## config.mk

```make
export PLATFORM = sky130hd
export DESIGN_NAME = vga_timing_generator
export DESIGN_NICKNAME = d
export VERILOG_FILES = /design/src/rtl/vga_timing_generator.sv
export SDC_FILE = /design/constraint.sdc
export NUM_CORES = 1
export LEC_CHECK = 0
export ABC_AREA = 1
export BUFFER_PORTS_ARGS = -buffer_cell sky130_fd_sc_hd__buf_2
export CORE_UTILIZATION = 63
export CTS_CLUSTER_DIAMETER = 200
export CTS_CLUSTER_SIZE = 12
export DETAILED_ROUTE_END_ITERATION = 10
export GPL_TIMING_DRIVEN = 0
export PLACE_DENSITY = 0.95
export SYNTH_ARGS = -nofsm -noshare
export SYNTH_HDL_FRONTEND = slang
export SYNTH_SLANG_ARGS = --single-unit
```

## constraint.sdc

```tcl
create_clock -name vga_clock -period 3.45 [get_ports vga_clock]
set_input_delay 0 -clock vga_clock [delete_from_list [all_inputs] [get_ports vga_clock]]
set_output_delay 0 -clock vga_clock [all_outputs]
set_load 0.01 [all_outputs]
```

## src/rtl/vga_timing_generator.sv

```systemverilog
// VGA raster timing source: pixel/line counters, display enable, sync pulses
// delayed to match the colour path, and a per-frame vertical-blank tick/counter.

module vga_timing_generator_param_check #(
    parameter int H_VISIBLE  = 640,
    parameter int H_FRONT    = 16,
    parameter int H_SYNC     = 96,
    parameter int H_BACK     = 48,
    parameter int V_VISIBLE  = 480,
    parameter int V_FRONT    = 10,
    parameter int V_SYNC     = 2,
    parameter int V_BACK     = 33,
    parameter int SYNC_DELAY = 1
) ();
    generate
        if (H_VISIBLE < 1 || H_FRONT < 1 || H_SYNC < 1 || H_BACK < 1 ||
            V_VISIBLE < 1 || V_FRONT < 1 || V_SYNC < 1 || V_BACK < 1 ||
            SYNC_DELAY < 0 || SYNC_DELAY > 4) begin : g_illegal_params
            $error("vga_timing_generator: illegal timing parameters");
        end
    endgenerate
endmodule

module vga_timing_generator #(
    parameter int H_VISIBLE       = 640,
    parameter int H_FRONT         = 16,
    parameter int H_SYNC          = 96,
    parameter int H_BACK          = 48,
    parameter int V_VISIBLE       = 480,
    parameter int V_FRONT         = 10,
    parameter int V_SYNC          = 2,
    parameter int V_BACK          = 33,
    parameter int SYNC_ACTIVE_LOW = 1,
    parameter int SYNC_DELAY      = 1
) (
    input  logic        vga_clock,
    input  logic        reset,
    output logic [31:0] column,
    output logic [31:0] row,
    output logic        display_enable,
    output logic        vga_hsync,
    output logic        vga_vsync,
    output logic        vblank_tick,
    output logic [15:0] frame_count
);
    localparam logic [31:0] H_TOTAL  = 32'(H_VISIBLE + H_FRONT + H_SYNC + H_BACK);
    localparam logic [31:0] V_TOTAL  = 32'(V_VISIBLE + V_FRONT + V_SYNC + V_BACK);
    localparam logic [31:0] H_VIS    = 32'(H_VISIBLE);
    localparam logic [31:0] V_VIS    = 32'(V_VISIBLE);
    localparam logic [31:0] HS_FIRST = 32'(H_VISIBLE + H_FRONT);
    localparam logic [31:0] HS_LAST  = 32'(H_VISIBLE + H_FRONT + H_SYNC - 1);
    localparam logic [31:0] VS_FIRST = 32'(V_VISIBLE + V_FRONT);
    localparam logic [31:0] VS_LAST  = 32'(V_VISIBLE + V_FRONT + V_SYNC - 1);
    localparam logic        SYNC_ON  = (SYNC_ACTIVE_LOW != 0) ? 1'b0 : 1'b1;
    localparam logic        SYNC_OFF = ~SYNC_ON;
    localparam int          PIPE_W   = SYNC_DELAY + 1;

    vga_timing_generator_param_check #(
        .H_VISIBLE (H_VISIBLE),
        .H_FRONT   (H_FRONT),
        .H_SYNC    (H_SYNC),
        .H_BACK    (H_BACK),
        .V_VISIBLE (V_VISIBLE),
        .V_FRONT   (V_FRONT),
        .V_SYNC    (V_SYNC),
        .V_BACK    (V_BACK),
        .SYNC_DELAY(SYNC_DELAY)
    ) u_param_check ();

    logic [31:0]       column_q, column_d;
    logic [31:0]       row_q, row_d;
    logic              display_enable_q, display_enable_d;
    logic              vblank_tick_q, vblank_tick_d;
    logic [15:0]       frame_count_q, frame_count_d;
    logic [PIPE_W-1:0] hsync_q, hsync_d;
    logic [PIPE_W-1:0] vsync_q, vsync_d;
    logic              hsync_raw, vsync_raw;

    // Next raster position; flags are derived from it so they land with the counters
    always_comb begin
        if (column_q == H_TOTAL - 32'd1) begin
            column_d = 32'd0;
            if (row_q == V_TOTAL - 32'd1) begin
                row_d = 32'd0;
            end else begin
                row_d = row_q + 32'd1;
            end
        end else begin
            column_d = column_q + 32'd1;
            row_d    = row_q;
        end

        display_enable_d = (column_d < H_VIS) && (row_d < V_VIS);
        vblank_tick_d    = (column_d == 32'd0) && (row_d == V_VIS);
        if (vblank_tick_d) begin
            frame_count_d = frame_count_q + 16'd1;
        end else begin
            frame_count_d = frame_count_q;
        end

        hsync_raw = (column_d >= HS_FIRST) && (column_d <= HS_LAST);
        vsync_raw = (row_d >= VS_FIRST) && (row_d <= VS_LAST);
        // Bit 0 is the newest stage, the MSB drives the pin
        hsync_d = PIPE_W'({hsync_q, (hsync_raw ? SYNC_ON : SYNC_OFF)});
        vsync_d = PIPE_W'({vsync_q, (vsync_raw ? SYNC_ON : SYNC_OFF)});
    end

    // State registers; reset parks the counters one pixel before (0,0)
    always_ff @(posedge vga_clock) begin
        if (reset) begin
            column_q         <= H_TOTAL - 32'd1;
            row_q            <= V_TOTAL - 32'd1;
            display_enable_q <= 1'b0;
            vblank_tick_q    <= 1'b0;
            frame_count_q    <= 16'd0;
            hsync_q          <= {PIPE_W{SYNC_OFF}};
            vsync_q          <= {PIPE_W{SYNC_OFF}};
        end else begin
            column_q         <= column_d;
            row_q            <= row_d;
            display_enable_q <= display_enable_d;
            vblank_tick_q    <= vblank_tick_d;
            frame_count_q    <= frame_count_d;
            hsync_q          <= hsync_d;
            vsync_q          <= vsync_d;
        end
    end

    assign column         = column_q;
    assign row            = row_q;
    assign display_enable = display_enable_q;
    assign vblank_tick    = vblank_tick_q;
    assign frame_count    = frame_count_q;
    assign vga_hsync      = hsync_q[SYNC_DELAY];
    assign vga_vsync      = vsync_q[SYNC_DELAY];
endmodule

```

* Word-level counts from Yosys, hierarchy flattened
Index checks and enable logic that the tools add are counted.
Operators by class: add/subtract/negate cells 3, reduce and logical (&&, ||, !) cells 5, mux-type cells 5, equal/unequal tests 3, magnitude comparators 6
Operators by type and width (number):
- 2-to-1 mux 32 bit | 3
- adder 32 x 1 -> 32 bit (second input constant) | 2
- == test 32 x 10 -> 1 bit (second input constant) | 2
- == test 32 x 9 -> 1 bit (second input constant) | 1
- >= comparator 32 x 10 -> 1 bit (second input constant) | 1
- >= comparator 32 x 9 -> 1 bit (second input constant) | 1
- less-or-equal comparator 32 x 10 -> 1 bit (second input constant) | 1
- less-or-equal comparator 32 x 9 -> 1 bit (second input constant) | 1
- logical NOT 32 bit | 1
- < comparator 32 x 10 -> 1 bit (second input constant) | 1
- < comparator 32 x 9 -> 1 bit (second input constant) | 1
- adder 16 x 1 -> 16 bit (second input constant) | 1
- logical AND 1 bit | 4
- 2-to-1 mux 1 bit | 2
Storage, ports and cells: input port bits 2, word-level logic and storage cells 29, output and inout port bits 84, flip-flop bits (word level) 86

* Depth between registers and ports, before layout
Gate-level depths: netlist of the first run.
depth in word-level cells 6, mapped depth 19, mapped depth without buffers 18

* Worst setup path before layout of the first run
OpenSTA, ideal clock, no wires.
path kind flip-flop to flip-flop, start register column_q[0], in the netlist column[0], end register frame_count_q[6], in the netlist frame_count[6], path buffers 2, arrival time 2.299 ns, setup slack 1.019 ns, stages on the path, launching flop included 19, library setup time 0.132 ns, path through dfxtp_1 > ha_1 > nand2_2 > clkinv_2 > nand2_4 > nor2_4 > nand2_1 > nor2_4 > buf_4 > nand2_1 > nand2_1 > nand2_1 > nor2_1 > nand2_1 > nor2_2 > nand3_4 > buf_6 > nand2_1 > a21oi_1
On the way: longest elaborated chain between the ends 4
RTL lines:
- from (decl) | line 70 | logic [31:0] column_q, column_d;
- from (signal assigned) | line 111 | column_q <= H_TOTAL - 32'd1;
- from (signal assigned) | line 119 | column_q <= column_d;
- adder 32 x 1 -> 32 bit / == test 32 x 10 -> 1 bit (equally long branches) | line 89, 81
- 2-to-1 mux 32 bit | line 81 | if (column_q == H_TOTAL - 32'd1) begin
- logical NOT 32 bit / == test 32 x 9 -> 1 bit (equally long branches) | line 94 | vblank_tick_d = (column_d == 32'd0) && (row_d == V_VIS);
- logical AND 1 bit (*) | line 94
- to (signal assigned) | line 123 | frame_count_q <= frame_count_d;
- to (decl) | line 74 | logic [15:0] frame_count_q, frame_count_d;
Every way passes the cells marked *; elsewhere a longest branch is shown, timed or not. A chain may end at the register's enable or synchronous reset.

* Worst setup path after layout of the first run
start register column_q[0], in the netlist column[0], end register frame_count_q[10], in the netlist frame_count[10]
Same word-level chain as after synthesis.

==> results of run 1 <==
==> Yosys cell counts, drive strengths merged, types with 3 or more instances <==
master	number	area, µm²
o21ai	11	55.05
xor2	26	227.7
nand3	98	508.0
inv	108	405.4
dfxtp	86	1722
ha	4	50.05
nor4	6	37.54
clkinv	6	23.77
buf	11	83.83
nand2	373	1458
o21bai	3	22.52
nor2	269	1166
or2	4	25.03
xnor2	7	61.31
clkbuf	9	33.78
a21oi	18	90.09
nand4	18	127.6
==> layout by cell type (no fill, tap or decap), drive strengths merged <==
| master | synthesis | final |
|---|---|---|
| nand2 | 373 | 373 |
| nor2 | 269 | 269 |
| inv | 108 | 111 |
| nand3 | 98 | 98 |
| buf | 11 | 96 |
| dfxtp | 86 | 86 |
| xor2 | 26 | 26 |
| clkbuf | 9 | 19 |
| a21oi | 18 | 18 |
| nand4 | 18 | 18 |
| o21ai | 11 | 11 |
| xnor2 | 7 | 7 |
| clkinv | 6 | 7 |
| nor4 | 6 | 6 |
| ha | 4 | 4 |
| or2 | 4 | 4 |
| o21bai | 3 | 3 |
| nand3b | 2 | 2 |
| nor3 | 2 | 2 |
| clkinvlp | 0 | 2 |
| a21o | 1 | 1 |
| a31oi | 1 | 1 |
| o41ai | 1 | 1 |
| nor4b | 1 | 1 |
| dlygate4sd3 | 0 | 1 |
==> layer usage <==
layer	vias to the layer above	GRT usage	wire length [µm]
li1	3492	-	-
met1	3206	0.4558	7401
met2	406	0.6475	8741
met3	77	0.06380	1557
met4	0	0.2419	884
met5	-	0	0
==> state kept, by name, indices dropped and copies added (netlist names) <==
name	cells
column	32
row	32
frame_count	16
hsync_q	2
vsync_q	2
display_enable	1
vblank_tick	1
==> logic make-up after synthesis <==
kind of cell / synth area share
AOI/OAI and AO/OA: 0.03091
buffers and inverters: 0.08886
DFF: 0.2798
and+or+nand+nor: 0.5453
xor gates and xnor gates: 0.04697
adders and majority gates: 0.008134
==> final cells by class <==
| type | instances | share of cell area |
|---|---|---|
| multi-input cells | 845 | 0.5598 |
| repair buffers | 86 | 0.06274 |
| clock inverters | 6 | 0.007572 |
| flip-flops and latches | 86 | 0.2481 |
| well taps | 129 | 0.02326 |
| clock buffers | 10 | 0.01983 |
| inverters | 114 | 0.06184 |
| plain buffers | 20 | 0.01695 |
==> power by group through the flow <==
stage / logic (mW) / clock network, mW / registers, mW
global placement: 1.40 / 0 / 1.24
finish: 1.49 / 0.698 / 1.23
CTS: 1.46 / 0.700 / 1.22
detailed placement: 1.44 / 0 / 1.24
floorplan: 1.03 / 0 / 1.23
global route: 1.64 / 0.743 / 1.23
==> worst max path at each step <==
stage | startpoint | end | slack [ns] | depth (start not counted)
final | column[0] | frame_count[10] | 0.33 | 18
after global routing | column[0] | frame_count[5] | 0.15 | 17
after CTS | column[0] | frame_count[10] | 0.36 | 18
after detailed placement | column[0] | frame_count[10] | 0.40 | 18
after global placement | column[0] | frame_count[10] | 0.48 | 18
after floorplan | column[0] | frame_count[6] | 1.02 | 18
==> per-stage QoR <==
step	setup WS [ns]	instances	instance area [µm²]
after floorplan	1.019	1065	6153
after global placement	0.4773	1279	6740
after detailed placement	0.4017	1279	6740
after CTS	0.3600	1296	6940
after global routing	0.1479	1296	6940
final	0.3325	1296	6940
==> flow_metrics.env, run 1 <==
export IMPL_status="complete, no violations"
export IMPL_r2r_start="column[0]"
export IMPL_io_pins=86
export IMPL_synth_nets=1071
export IMPL_clock_power_share=0.204
export IMPL_critPathMaxStageDelay_ns=0.53
export IMPL_net_switching_share_of_the_total_power=0.4654
export IMPL_yosysSeqAreaShare=0.2798
export IMPL_max_slew_margin_rel=0.5765
export IMPL_post_route_cells_drive_above_1_share=0.1431
export IMPL_finalPower_mw=3.423
export IMPL_syn_cell_area_mm2=0.006153
export IMPL_area_growth_syn_to_layout_pct=12.79
export IMPL_final_min_period_over_clock_period=0.9036
export IMPL_num_vias=7181
export IMPL_yosys_warnings=0
export IMPL_pwr_share_seq=0.360
export IMPL_synthArstFlopShare=0
export IMPL_place_port_buffers=85
export IMPL_clk_pin_slew_worst_paths_ns=0.10
export IMPL_gpl_final_weighted_congestion=1.023
export IMPL_die_height_um=100.8
export IMPL_first_global_vias=6665
export IMPL_postLayoutCoreUtil=0.7406
export IMPL_setup_violations_final=0
export IMPL_floorplan_core_area_mm2=0.009371
export IMPL_finalWorstPathRequiredPeriod_ns=3.117
export IMPL_route_final_wire_length_mm=18.59
export IMPL_critPathRequiredTime_ns=3.68
export IMPL_crit_path_end_kind="flop"
export IMPL_critical_path_top_cell_by_count="sky130_fd_sc_hd__nand2_1"
export IMPL_synth_top_flop_cell="sky130_fd_sc_hd__dfxtp_1"
export IMPL_final_antenna_net_count=0
export IMPL_initial_utilization=0.6566
export IMPL_synth_enable_flop_cells=0
export IMPL_cp_num_buf_inv=3
export IMPL_drt_first_iter_violations=467
export IMPL_cts_root_buffer="sky130_fd_sc_hd__clkbuf_8"
export IMPL_post_cts_resize_count=0
export IMPL_clock_skew_final_ns=0.009447
export IMPL_hold_path_cell_count=1
export IMPL_r2r_end="frame_count[10]"
export IMPL_avgRoutedWirePerCell_um=14.34
export IMPL_yosysUniqueCellTypes=37
export IMPL_data_arrival_time_at_the_worst_slack_endpoint_ns=3.35
export IMPL_setup_repair_after_global_routing_missed_its_margin="false"
export IMPL_grt_start_max_net_pins=17
export IMPL_final_setup_tns_ns=0
export IMPL_slew_violations=0
export IMPL_register_area_mm2=0.001722
export IMPL_die_width_um=100.8
export IMPL_die_area_mm2=0.01017
export IMPL_floorplan_rows=35
export IMPL_p_comb_frac=0.436
export IMPL_fillCellCount=841
export IMPL_cts_post_setup_buffers_inserted=0
export IMPL_worst_pin_slew_ns=0.6352
export IMPL_clock_path_buffers=2
export IMPL_clock_sink_count=86
export IMPL_layout_nets=1168
export IMPL_avgSynthCellArea_um2=5.778
export IMPL_grtUsageTotal=0.3844
export IMPL_hp_class="flop to flop"
export IMPL_clkLatencyLatePin_ns=0.37
export IMPL_multi_input_comb_area_mm2=0.003885
export IMPL_max_cap_violations=0
export IMPL_cts_made_buffers=9
export IMPL_crit_path_slowest_cell="sky130_fd_sc_hd__dfxtp_1"
export IMPL_hold_path_end="hsync_q[1]"
export IMPL_hold_viol=0
export IMPL_fin_hold_ws_ns=0.4208
export IMPL_p_int_mw=1.830
export IMPL_power_density_over_the_cells_mw_per_mm2=493.2
export IMPL_yosys_register_bits=86
export IMPL_fmax_ghz=0.3208
export IMPL_power_ir_vdd_worst_mv=0.4027
export IMPL_critical_path_peak_fanout=10
export IMPL_syn_instance_count=1065
export IMPL_category_of_the_worst_setup_path_launch_point="flop"
export IMPL_timing_reg2reg_setup_slack_ns=0.33
export IMPL_r2r_cells=18
export IMPL_grt_antenna_before_repair=0
export IMPL_cts_hold_buf=1
export IMPL_drt_pre_antenna_iters=5
export IMPL_antennaDiodeCount=0
export IMPL_worstPathCellList="ha_1 > nand2_2 > clkinv_2 > nand2_4 > nor2_4 > nand2_1 > nor2_4 > buf_4 > nand2_1 > nand2_1 > nand2_1 > nor2_1 > nand2_1 > nor2_2 > nand3_4 > buf_6 > nand2_1 > a21oi_1"
export IMPL_post_dp_hpwl_mm=14.13
export IMPL_grt_first_pass_wirelength_mm=30.61
export IMPL_tritoncts="built"
export IMPL_net_switching_power_mw=1.593
export IMPL_ctsHtreeMaxLevel=3
export IMPL_critical_setup_path_class="flop to flop"
export IMPL_worstHoldStart="hsync_q[0]"
export IMPL_p_leak_nw=3.269
export IMPL_gr_total_overflow=0
export IMPL_viasPerCell=5.541
export IMPL_cpLargestDelayFamily="simple AND/OR/NAND/NOR gates"
export IMPL_drc_errors=0
Note: power is estimated with default switching activity, not from simulation.
==> inputs of run 2 (changes only) <==
==> constraint.sdc (replaced) <==
create_clock -name vga_clock -period 3.45 [get_ports vga_clock]
set_input_delay 0.345 -clock vga_clock [delete_from_list [all_inputs] [get_ports vga_clock]]
set_output_delay 0.345 -clock vga_clock [all_outputs]
set_load 0.01 [all_outputs]
==> flow_metrics.env, run 2 (synthesis gave the netlist of run 1 again) <==
export IMPL_layout_commonest_cell="sky130_fd_sc_hd__nand2_1"
export IMPL_viasPerCell=5.533
export IMPL_cts_hold_buf=0
export IMPL_fmax_ghz=0.3203
export IMPL_clkLatencyLatePin_ns=0.37
export IMPL_p_leak_nw=3.265
export IMPL_critical_path_peak_fanout=10
export IMPL_die_width_um=100.8
export IMPL_drt_pre_antenna_iters=5
export IMPL_worst_slack_ns=0.3281
export IMPL_final_setup_tns_ns=0
export IMPL_max_slew_margin_rel=0.5748
export IMPL_initial_utilization=0.6566
export IMPL_antennaDiodeCount=0
export IMPL_finalPower_mw=3.426
export IMPL_crit_path_slowest_cell="sky130_fd_sc_hd__dfxtp_1"
export IMPL_io_pins=86
export IMPL_cts_root_buffer="sky130_fd_sc_hd__clkbuf_8"
export IMPL_area_growth_syn_to_layout_pct=12.63
export IMPL_avgRoutedWirePerCell_um=14.38
export IMPL_wl_met2_mm=8.673
export IMPL_final_antenna_net_count=0
export IMPL_category_of_the_worst_setup_path_launch_point="flop"
export IMPL_cpLargestDelayFamily="simple AND/OR/NAND/NOR gates"
export IMPL_grt_first_pass_wirelength_mm=30.61
export IMPL_grt_antenna_before_repair=0
export IMPL_cts_made_buffers=9
export IMPL_tritoncts="built"
export IMPL_routed_top_layer="met4"
export IMPL_die_height_um=100.8
export IMPL_max_cap_violations=0
export IMPL_clk_pin_slew_worst_paths_ns=0.10
export IMPL_layout_nets=1167
export IMPL_post_route_cells_drive_above_1_share=0.1432
export IMPL_grt_start_max_net_pins=17
export IMPL_power_density_over_the_cells_mw_per_mm2=494.3
export IMPL_m1WireLength_mm=7.361
export IMPL_layout_common_cells="sky130_fd_sc_hd__nand2_1, sky130_fd_sc_hd__nor2_1, sky130_fd_sc_hd__inv_1, sky130_fd_sc_hd__nand3_1, sky130_fd_sc_hd__buf_2"
export IMPL_cp_num_buf_inv=3
export IMPL_floorplan_rows=35
export IMPL_setup_violations_final=0
export IMPL_grtUsageTotal=0.3844
export IMPL_r2r_start="column[0]"
export IMPL_place_port_buffers=85
export IMPL_drc_errors=0
export IMPL_post_dp_hpwl_mm=14.13
export IMPL_data_arrival_time_at_the_worst_slack_endpoint_ns=3.35
export IMPL_dpl_cell_count=1279
export IMPL_critical_path_top_cell_by_count="sky130_fd_sc_hd__nand2_1"
export IMPL_die_area_mm2=0.01017
export IMPL_ctsHtreeMaxLevel=3
export IMPL_clock_path_buffers=2
export IMPL_hold_viol=0
export IMPL_first_global_vias=6665
export IMPL_power_ir_vdd_worst_mv=0.4056
export IMPL_drt_first_iter_violations=474
export IMPL_post_cts_resize_count=0
export IMPL_slew_violations=0
export IMPL_critPathMaxStageDelay_ns=0.54
export IMPL_clock_skew_final_ns=0.007827
export IMPL_gpl_final_weighted_congestion=1.023
export IMPL_route_final_wire_length_mm=18.63
export IMPL_cts_post_setup_buffers_inserted=0
export IMPL_final_min_period_over_clock_period=0.9049
export IMPL_critPathRequiredTime_ns=3.68
export IMPL_clock_sink_count=86
export IMPL_setup_repair_after_global_routing_missed_its_margin="false"
export IMPL_setup_worst_path_start="column[0]"
export IMPL_crit_path_end_kind="flop"
export IMPL_hp_class="primary input to flop"
export IMPL_gr_total_overflow=0
export IMPL_status="complete, no violations"
export IMPL_critical_setup_path_class="flop to flop"
export IMPL_fillCellCount=842
export IMPL_floorplan_core_area_mm2=0.009371
export IMPL_dpl_worst_slack_ns=0.4017
export IMPL_worstHoldStart="reset"
export IMPL_worstPathCellList="ha_1 > nand2_2 > clkinv_2 > nand2_4 > nor2_4 > nand2_1 > nor2_4 > buf_4 > nand2_1 > nand2_1 > nand2_1 > nor2_1 > nand2_1 > nor2_2 > nand3_4 > buf_6 > nand2_1 > a21oi_1"
export IMPL_stdcell_count=1295
export IMPL_finalWorstPathRequiredPeriod_ns=3.122
export IMPL_routed_wl_met3_mm=1.628
export IMPL_worst_pin_slew_ns=0.6378
export IMPL_num_vias=7165
## run 2: cell types whose count changed in the layout (fill, tap and decap cells not counted)
cell / previous run / this run
sky130_fd_sc_hd__dlygate4sd3_1: 1 / 0
## run 2: where the power goes
part | internal, mW | switching, mW
Clock | 0.293 | 0.406
Sequential | 1.07 | 0.159
Combinational | 0.466 | 1.03
## run 2: worst paths after layout
check	endpoint	slack, ns	cells past startpoint
max	frame_count[10]	0.33	18
min	vsync_q[0]	0.28	3
max reg2reg	frame_count[10]	0.33	18
min reg2reg	hsync_q[1]	0.42	1
## run 2: cell type report
cell class	count	area, µm²	area share
Multi-Input combinational cell	845	3885	0.5606
Sequential cell	86	1722	0.2484
Inverter	114	429.2	0.06192
Timing Repair Buffer	85	425.4	0.06138
Tap cell	129	161.4	0.02329
Clock buffer	10	137.6	0.01986
Buffer	20	117.6	0.01697
Clock inverter	6	52.55	0.007583
## run 2: metal layers
layer,GRT usage,up-vias
li1,-,3487
met1,0.4558,3187
met2,0.6475,401
met3,0.06380,90
met4,0.2419,0
met5,0,-
## run 2: worst reg2reg max path, delay by kind of cell, from the launching register on
| kind | cells | cell delay (ns) |
|---|---|---|
| AO/OA/AOI/OAI | 1 | 0.07 |
| adder cells (fa/ha/maj) | 1 | 0.34 |
| buffers and inverters | 3 | 0.53 |
| flip-flops | 1 | 0.54 |
| AND/OR/NAND/NOR | 13 | 1.54 |
## run 2: per-stage QoR
step,hold slack (ns),util,area (µm²)
after floorplan,0.3895,-,6153
after global placement,0.3958,0.7192,6740
after detailed placement,0.4008,0.7192,6740
after CTS,0.2748,0.7395,6930
after global routing,0.2889,0.7395,6930
final,0.2756,0.7395,6930
==> inputs of run 3 (changes only) <==
CORE_UTILIZATION = 59   (was 63)
PLACE_DENSITY = 0.91   (was 0.95)
clock period = 3.4 ns   (was 3.45 ns; I/O delays follow)
==> flow_metrics.env, run 3 (synthesis gave the netlist of run 1 again) <==
export IMPL_max_cap_violations=0
export IMPL_final_setup_tns_ns=0
export IMPL_worstPathCellList="ha_1 > nand2_2 > clkinv_2 > nand2_4 > nor2_4 > nand2_1 > nor2_4 > buf_4 > nand2_1 > nand2_1 > nand2_1 > nor2_1 > nand2_1 > nor2_2 > nand3_4 > buf_6 > nand2_1 > a21oi_1"
export IMPL_max_slew_margin_rel=0.5653
export IMPL_critical_path_top_cell_by_count="sky130_fd_sc_hd__nand2_1"
export IMPL_layout_commonest_cell="sky130_fd_sc_hd__nand2_1"
export IMPL_final_min_period_over_clock_period=0.9337
export IMPL_initial_utilization=0.6181
export IMPL_hold_path_end="display_enable"
export IMPL_cts_hold_buf=0
export IMPL_slew_violations=0
export IMPL_drt_first_iter_violations=642
export IMPL_data_arrival_time_at_the_worst_slack_endpoint_ns=3.40
export IMPL_critical_path_peak_fanout=10
export IMPL_finalPower_mw=3.521
export IMPL_first_global_vias=6593
export IMPL_critPathMaxStageDelay_ns=0.54
export IMPL_cts_root_buffer="sky130_fd_sc_hd__clkbuf_8"
export IMPL_avgRoutedWirePerCell_um=14.35
export IMPL_clock_skew_final_ns=0.01067
export IMPL_r2r_end="frame_count[10]"
export IMPL_floorplan_core_area_mm2=0.009955
export IMPL_critPathRequiredTime_ns=3.62
export IMPL_clock_path_buffers=2
export IMPL_drt_pre_antenna_iters=5
export IMPL_critical_setup_path_class="flop to flop"
export IMPL_post_dp_hpwl_mm=14.28
export IMPL_fin_hold_ws_ns=0.3294
export IMPL_status="complete, no violations"
export IMPL_finalWorstPathRequiredPeriod_ns=3.174
export IMPL_hp_class="primary input to flop"
export IMPL_area_growth_syn_to_layout_pct=12.87
export IMPL_grt_start_max_net_pins=15
export IMPL_fmax_ghz=0.3150
export IMPL_viasPerCell=5.510
export IMPL_cts_post_setup_buffers_inserted=0
export IMPL_io_pins=86
export IMPL_crit_path_slowest_cell="sky130_fd_sc_hd__dfxtp_1"
export IMPL_setup_repair_after_global_routing_missed_its_margin="false"
export IMPL_stdcell_count=1299
export IMPL_gr_total_overflow=0
export IMPL_power_density_over_the_cells_mw_per_mm2=506.9
export IMPL_gpl_final_weighted_congestion=1.012
export IMPL_r2r_cells=18
export IMPL_drc_errors=0
export IMPL_p_leak_nw=3.271
export IMPL_die_area_mm2=0.01084
export IMPL_layout_nets=1167
export IMPL_route_final_wire_length_mm=18.64
export IMPL_floorplan_rows=36
export IMPL_final_antenna_net_count=0
export IMPL_post_route_cells_drive_above_1_share=0.1415
export IMPL_dpl_cell_count=1283
export IMPL_die_width_um=104.1
export IMPL_crit_path_end_kind="flop"
export IMPL_ctsHtreeMaxLevel=3
export IMPL_cts_made_buffers=9
export IMPL_antennaDiodeCount=0
export IMPL_tritoncts="built"
export IMPL_setup_violations_final=0
export IMPL_place_port_buffers=85
export IMPL_layout_common_cells="sky130_fd_sc_hd__nand2_1, sky130_fd_sc_hd__nor2_1, sky130_fd_sc_hd__inv_1, sky130_fd_sc_hd__nand3_1, sky130_fd_sc_hd__buf_2"
export IMPL_hold_path_cell_count=4
export IMPL_hold_viol=0
export IMPL_r2r_start="column[0]"
export IMPL_clk_pin_slew_worst_paths_ns=0.09
export IMPL_post_cts_resize_count=0
export IMPL_grtUsageTotal=0.3477
export IMPL_clock_sink_count=86
export IMPL_power_ir_vdd_worst_mv=0.3121
export IMPL_grt_first_pass_wirelength_mm=30.71
export IMPL_category_of_the_worst_setup_path_launch_point="flop"
export IMPL_timing_reg2reg_setup_slack_ns=0.23
export IMPL_clkLatencyLatePin_ns=0.37
export IMPL_worst_pin_slew_ns=0.6521
export IMPL_num_vias=7158
export IMPL_grt_antenna_before_repair=0
export IMPL_worstHoldStart="reset"
export IMPL_die_height_um=104.1
## run 3: changes by cell type in the layout (fill, tap and decap cells not counted), sizes merged
cell and change:
bufinv +1, clkbuf +2, clkinvlp -1, inv -2
## run 3: layer usage
layer / vias to the layer above / wire, µm / global-route usage
li1: 3484 / - / -
met5: - / 0 / 0
met3: 71 / 1663 / 0.05451
met4: 0 / 771 / 0.1918
met2: 381 / 8648 / 0.5781
met1: 3222 / 7558 / 0.4295
## run 3: layout make-up
cell class              count  area (µm²)
plain buffers              20       117.6
clock buffers              12       145.1
clock inverters             4       55.05
fillers                   939        3009
inverters                 114       429.2
multi-input cells         845        3885
flip-flops and latches     86        1722
well taps                 133       166.4
repair buffers             85       425.4
## run 3: how the worst max path moves through the flow
stage | start | slack [ns] | cells after the start | endpoint
final | column[0] | 0.23 | 18 | frame_count[10]
after global routing | column[0] | 0.06 | 18 | frame_count[12]
after CTS | column[0] | 0.32 | 18 | frame_count[13]
after detailed placement | column[0] | 0.34 | 18 | frame_count[13]
after global placement | column[0] | 0.46 | 18 | frame_count[10]
after floorplan | column[0] | 0.97 | 18 | frame_count[6]
## run 3: critical path, delay by kind of cell, from the launching register on
kind / cells / cell delay, ns
flops: 1 / 0.54
compound gates: 1 / 0.06
fa+ha+maj: 1 / 0.33
buf+inv: 3 / 0.54
simple gates: 13 / 1.55
## run 3: metrics by stage
stage	setup WS (ns)	util	instance area [µm²]
2_1_floorplan	0.9688	-	6153
3_3_place_gp	0.4611	0.6776	6745
3_5_place_dp	0.3433	0.6776	6745
4_1_cts	0.3225	0.6977	6945
5_1_grt	0.06190	0.6977	6945
6_report	0.2255	0.6977	6945
## run 3: power by group
group	internal [mW]	switching, mW	leakage [nW]
Combinational	0.473	1.04	2.48
Sequential	1.09	0.162	0.696
Clock	0.365	0.394	0.0972
